File: config.mk
export PLATFORM = sky130hd
export DESIGN_NAME = mdu_ctrl
export DESIGN_NICKNAME = d
export VERILOG_FILES = /design/src/rtl/mdu_ctrl.sv
export SDC_FILE = /design/constraint.sdc
export NUM_CORES = 2
export LEC_CHECK = 0
export CORE_ASPECT_RATIO = 0.75
export CORE_UTILIZATION = 49
export DETAILED_ROUTE_END_ITERATION = 6
export GPL_TIMING_DRIVEN = 0
export PLACE_DENSITY = 0.65
export SETUP_SLACK_MARGIN = 0.4
export SYNTH_ARGS = -nofsm -noshare
export SYNTH_HDL_FRONTEND = slang
export SYNTH_SLANG_ARGS = --single-unit
File: constraint.sdc
create_clock -name clk -period 7.8 [get_ports clk]
set_input_delay 1.56 -clock clk [delete_from_list [all_inputs] [get_ports clk]]
set_output_delay 1.56 -clock clk [all_outputs]
set_load 0.01 [all_outputs]
File: src/rtl/mdu_ctrl.sv
// MIPS-style multiply/divide unit controller.
// Multiplies and HI/LO moves complete at the edge that accepts them. Divides use a
// 32-cycle restoring divider, then one sign-fix cycle, then one DONE cycle that
// releases the stalled pipeline.
module mdu_ctrl (
    input  logic        clk,
    input  logic        resetn,
    input  logic        start,
    input  logic [2:0]  op,
    input  logic [31:0] a,
    input  logic [31:0] b,
    output logic        ready,
    output logic        busy,
    output logic [31:0] hi,
    output logic [31:0] lo
);

    typedef enum logic [1:0] {IDLE, RUN, FIX, DONE} state_t;

    localparam logic [2:0] OP_NONE  = 3'b000;
    localparam logic [2:0] OP_MULT  = 3'b001;
    localparam logic [2:0] OP_MULTU = 3'b010;
    localparam logic [2:0] OP_DIV   = 3'b011;
    localparam logic [2:0] OP_DIVU  = 3'b100;
    localparam logic [2:0] OP_MTHI  = 3'b101;
    localparam logic [2:0] OP_MTLO  = 3'b110;
    localparam logic [2:0] OP_RSVD  = 3'b111;

    state_t      state_q, state_d;
    logic [4:0]  cnt_q;        // quotient bit index within RUN
    logic [32:0] rem_q;        // partial remainder
    logic [31:0] quo_q;        // dividend magnitude shifting out, quotient shifting in
    logic [31:0] dvs_q;        // divisor magnitude
    logic        neg_quo_q;
    logic        neg_rem_q;
    logic        div_zero_q;
    logic [31:0] hi_q, lo_q;

    logic        accept;
    logic        op_div;
    logic        mul_signed;
    logic [63:0] a_ext, b_ext, product;
    logic [31:0] a_mag, b_mag;
    logic [33:0] shifted, diff;
    logic [32:0] rem_step;
    logic        quo_bit;
    logic [31:0] quo_final, rem_final;

    // Decode, multiplier and one restoring-division step.
    always_comb begin
        accept     = start && (state_q == IDLE) && (op != OP_NONE) && (op != OP_RSVD);
        op_div     = (op == OP_DIV) || (op == OP_DIVU);
        mul_signed = (op == OP_MULT);
        a_ext      = mul_signed ? {{32{a[31]}}, a} : {32'd0, a};
        b_ext      = mul_signed ? {{32{b[31]}}, b} : {32'd0, b};
        product    = a_ext * b_ext;
        // Magnitudes stay 32-bit unsigned, so |0x80000000| is 0x80000000.
        a_mag      = ((op == OP_DIV) && a[31]) ? (~a + 32'd1) : a;
        b_mag      = ((op == OP_DIV) && b[31]) ? (~b + 32'd1) : b;
        // The remainder is always below the divisor, so the borrow lands in bit 33.
        shifted    = {rem_q, quo_q[31]};
        diff       = shifted - {2'b00, dvs_q};
        quo_bit    = ~diff[33];
        rem_step   = quo_bit ? diff[32:0] : shifted[32:0];
        quo_final  = neg_quo_q ? (~quo_q + 32'd1) : quo_q;
        rem_final  = neg_rem_q ? (~rem_q[31:0] + 32'd1) : rem_q[31:0];
    end

    // State register.
    // NOTE: sequential state uses non-blocking assignments so every flop samples pre-edge values.
    always_ff @(posedge clk or negedge resetn) begin
        if (!resetn) state_q <= IDLE;
        else         state_q <= state_d;
    end

    // Next-state and ready/busy decode.
    // NOTE: every output of this block gets a default first, so no path can infer a latch.
    always_comb begin
        state_d = state_q;
        ready   = 1'b1;
        busy    = 1'b0;
        case (state_q)
            IDLE: begin
                if (accept && op_div) begin
                    state_d = RUN;
                    ready   = 1'b0;
                end
            end
            RUN: begin
                ready = 1'b0;
                busy  = 1'b1;
                if (cnt_q == 5'd31) state_d = FIX;
            end
            FIX: begin
                ready   = 1'b0;
                busy    = 1'b1;
                state_d = DONE;
            end
            DONE:    state_d = IDLE;
            default: state_d = IDLE;
        endcase
        // The pipeline must never see a stall while the unit is held in reset.
        if (!resetn) ready = 1'b1;
    end

    // Datapath and architectural HI/LO.
    always_ff @(posedge clk or negedge resetn) begin
        if (!resetn) begin
            cnt_q      <= 5'd0;
            rem_q      <= 33'd0;
            quo_q      <= 32'd0;
            dvs_q      <= 32'd0;
            neg_quo_q  <= 1'b0;
            neg_rem_q  <= 1'b0;
            div_zero_q <= 1'b0;
            hi_q       <= 32'd0;
            lo_q       <= 32'd0;
        end else begin
            case (state_q)
                IDLE: begin
                    if (accept) begin
                        case (op)
                            OP_MULT, OP_MULTU: {hi_q, lo_q} <= product;
                            OP_MTHI:           hi_q <= a;
                            OP_MTLO:           lo_q <= a;
                            OP_DIV, OP_DIVU: begin
                                cnt_q      <= 5'd0;
                                rem_q      <= 33'd0;
                                quo_q      <= a_mag;
                                dvs_q      <= b_mag;
                                neg_quo_q  <= (op == OP_DIV) && (a[31] ^ b[31]);
                                neg_rem_q  <= (op == OP_DIV) && a[31];
                                div_zero_q <= (b == 32'd0);
                            end
                            default: ;
                        endcase
                    end
                end
                RUN: begin
                    rem_q <= rem_step;
                    quo_q <= {quo_q[30:0], quo_bit};
                    cnt_q <= cnt_q + 5'd1;
                end
                FIX: begin
                    // With a zero divisor the remainder already equals |a|, and the
                    // remainder sign fix turns it back into a; only lo is forced.
                    lo_q <= div_zero_q ? 32'hFFFF_FFFF : quo_final;
                    hi_q <= rem_final;
                end
                default: ;
            endcase
        end
    end

    assign hi = hi_q;
    assign lo = lo_q;

endmodule

==> impl_metrics.csv <==
group,metric,value,unit
run_status,status,"finished with violations",
run_status,violations,"setup timing",
timing,rsz0062_at_grt,"true",
grt,met3_usage,0.155,
detailed_routing,viasPerCell,5.70,
timing,max_freq,0.0954,GHz
floorplan,start_util,0.497,
layout,n_fill_cell,10800,
run,cap_violations,0,
setup_path,crit_path_top_delay_cell,"clkbuf_2",
yosys,synth_edf_count,0,
grt,grt.busiest_layer,"met1",
detailed_routing,vias,49600,
clock_tree,postCtsHoldBufs,0,
timing,tns,-88.77,ns
setup_path,ff2ff_setup_slack,4.03,ns
detailed_routing,wl,247000,um
yosys,yosys_most_used_dff,"dfrtp_1",
yosys,synth-xor-area-share,0.0377,
yosys,async_reset_ff_frac,1.00,
place,dp_hpwl,204000,um
setup_path,cp_common_cell,"fa_1",
clock_tree,worstSkewPairLatency,0.46,ns
floorplan,die-area,0.124,mm^2
min_path,hold_depth,2,
min_path,hp-start,"dvs_q[31]",
setup_path,critical_path_class,"primary input to flop",
setup_path,required,8.15,ns
detailed_routing,dr.pass1.iters,6,
grt,antenna_found_initial,30,
setup_path,max_stage_delay,0.59,ns
yosys,syn-cell-area,0.0600,mm^2
yosys,synth_compound_area_frac,0.0764,
floorplan,die_w,406,um
yosys,ys_seq_area_frac,0.0713,
yosys,synth_fp_nets,8555,
grt,grt_max_degree,91,
layout,final_common_cell,"inv_1",
yosys,syn_avg_cell_area,8.93,um^2
grt,use_met1,0.577,
yosys,yosys.area_share.simple,0.139,
clock_tree,cts.sinks,171,
floorplan,die_h,305,um
grt,grt_usage,0.406,
timing,worst_slew_pin_slew,1.33,ns
min_path,hold_class,"flop to flop",
setup_path,end_kind,"flop",
clock_tree,clock-root-buffer,"clkbuf_16",
place,place_congestion,1.03,
detailed_routing,ant_nets,0,
floorplan,coreArea,0.121,mm^2
yosys,synthMuxAreaShare,0.00674,
timing,slew_viol_final,0,
grt,grt_overflow_total,0,
timing,slew_headroom,0.112,
grt,first_global_vias,50900,
place,dp.cells,8443,
timing,setup_viol,53,
grt,grt_pass1_wl,356000,um
clock_tree,cts-buffers-inserted,17,
setup_path,rr_endpoint,"rem_q[30]",
floorplan,rows,110,
setup_path,crit_path_start_kind,"primary input",
clock_tree,cts.clk_slew.worst_paths,0.08,ns
setup_path,reg2reg_depth,12,
setup_path,r2r-start,"rem_q[2]",
yosys,synth_seq_cells,171,
yosys,yosys.area_share.adder,0.547,
clock_tree,cts_tree,"done",
layout,final_cells,8712,
timing,finClkSkew,0.0173,ns
place,place_ws,-5.36,ns
yosys,synth_cell_types,81,
min_path,hold_path_end,"dvs_q[31]",
layout,synthToLayoutAreaGrowth,18.3,%
detailed_routing,route.detailed.drc,0,
setup_path,critPathMaxFanout,11,
timing,period_share,1.34,
layout,layout_common_cells,"inv_1 (1502), fa_1 (1315), nand2_1 (870), and2_1 (390), ha_1 (306)",
layout,nets,8892,
yosys,synth_cells,6715,
grt,use_met2,0.558,
yosys,yosys_warnings,0,
detailed_routing,wl_per_cell,28.3,um
yosys,synth_top_family_by_area,"adder cells",
timing,final.setup.worst_slack,-2.68,ns
setup_path,arrival,10.84,ns
timing,finalCriticalPeriod,10.48,ns
timing,finalHoldViolCount,0,
place,portBuffers,101,
detailed_routing,first_iter_violations,5250,
floorplan,num_io_pins,136,
clock_tree,clk_path_buf_depth,2,
clock_tree,h-tree-depth,4,
layout,drive_above_1_share,0.159,
==> worst max-delay path: cells and delay by family <==
| kind | cells | cell delay (ns) |
|---|---|---|
| AO/OA/AOI/OAI | 6 | 1.12 |
| adder cells (fa/ha/maj) | 11 | 5.35 |
| buffers and inverters | 12 | 1.90 |
| AND/OR/NAND/NOR | 3 | 0.85 |
==> timing repair <==
action,CTS,global route
gates cloned,3,1
setup endpoints to repair,57,54
pin swaps,171,221
resized for setup,746,342
buffers inserted,127,83
==> cells by family (layout without fill, tap and decap cells) <==
family,after synthesis,after routing
buf+inv,1946,2296
simple gates,1775,1775
fa+ha+maj,1772,1772
compound gates,755,755
xor+xnor,256,256
flops,171,171
mux,40,40
other cells,0,23
==> area by class of cell <==
type / instances / area, um^2 / share of cell area
Inverter: 1566 / 5900 / 0.0831
Clock buffer: 19 / 453 / 0.00638
Clock inverter: 13 / 155 / 0.00219
Buffer: 380 / 3830 / 0.0540
Timing Repair Buffer: 318 / 3080 / 0.0435
Antenna cell: 23 / 57.6 / 0.000811
Multi-Input combinational cell: 4598 / 51200 / 0.721
Sequential cell: 171 / 4280 / 0.0603
Tap cell: 1624 / 2030 / 0.0286
==> metrics by stage <==
step,utilization,instance area [um^2],hold slack (ns)
after floorplan,-,61900,0.450
after global placement,0.538,64900,0.467
after detailed placement,0.538,65000,0.472
after CTS,0.573,69100,0.486
after global routing,0.588,70900,0.501
final,0.588,71000,0.488
==> worst max-delay path by stage <==
stage                      from      to  slack, ns
after floorplan           op[0]  hi[31]      -2.35
after global placement    b[31]  hi[31]      -5.43
after detailed placement  b[31]  hi[31]      -5.36
after CTS                 op[0]  hi[31]      -2.76
after global routing      op[0]  hi[21]      -2.88
final                     a[20]  hi[25]      -2.68
==> flip-flops by register name (all words and copies together), names as in the netlist <==
register,count
cnt_q,5
div_zero_q,1
dvs_q,32
hi,32
lo,32
neg_quo_q,1
neg_rem_q,1
quo_q,32
rem_q,33
state_q,2
==> routing by layer <==
metal | share of wire | wire (um)
met1 | 0.41 | 101000
met2 | 0.40 | 98700
met3 | 0.15 | 36000
met4 | 0.044 | 10900
met5 | 0.00074 | 183
==> cells in the mapped netlist, types with 9 or more instances <==
cell type | number | area share
o211ai_1 | 11 | 0.0014
nor3_1 | 36 | 0.0030
nand3_1 | 60 | 0.0050
clkbuf_1 | 310 | 0.019
a21oi_1 | 209 | 0.017
o31ai_1 | 35 | 0.0044
fa_1 | 1420 | 0.47
o21ai_1 | 44 | 0.0037
nand4_1 | 15 | 0.0016
ha_1 | 350 | 0.073
nand2b_1 | 22 | 0.0023
or3_1 | 18 | 0.0019
dfrtp_1 | 171 | 0.071
a211oi_1 | 25 | 0.0031
nor2_1 | 180 | 0.011
a221oi_1 | 9 | 0.0013
buf_1 | 62 | 0.0039
nand2_1 | 935 | 0.059
mux2i_1 | 37 | 0.0062
o41ai_1 | 14 | 0.0020
xnor2_1 | 170 | 0.025
and2_1 | 404 | 0.042
nor2b_1 | 12 | 0.0013
a31oi_1 | 13 | 0.0014
xor2_1 | 84 | 0.012
o21a_1 | 13 | 0.0016
a21o_1 | 52 | 0.0065
o22ai_1 | 33 | 0.0034
o21ai_0 | 221 | 0.018
nor4_1 | 17 | 0.0018
and3_1 | 37 | 0.0039
o21bai_1 | 20 | 0.0025
inv_1 | 1564 | 0.098
Power is left out: the tool's default activity adds up to more than one toggle a clock period on the data nets, which glitch-free logic cannot reach.
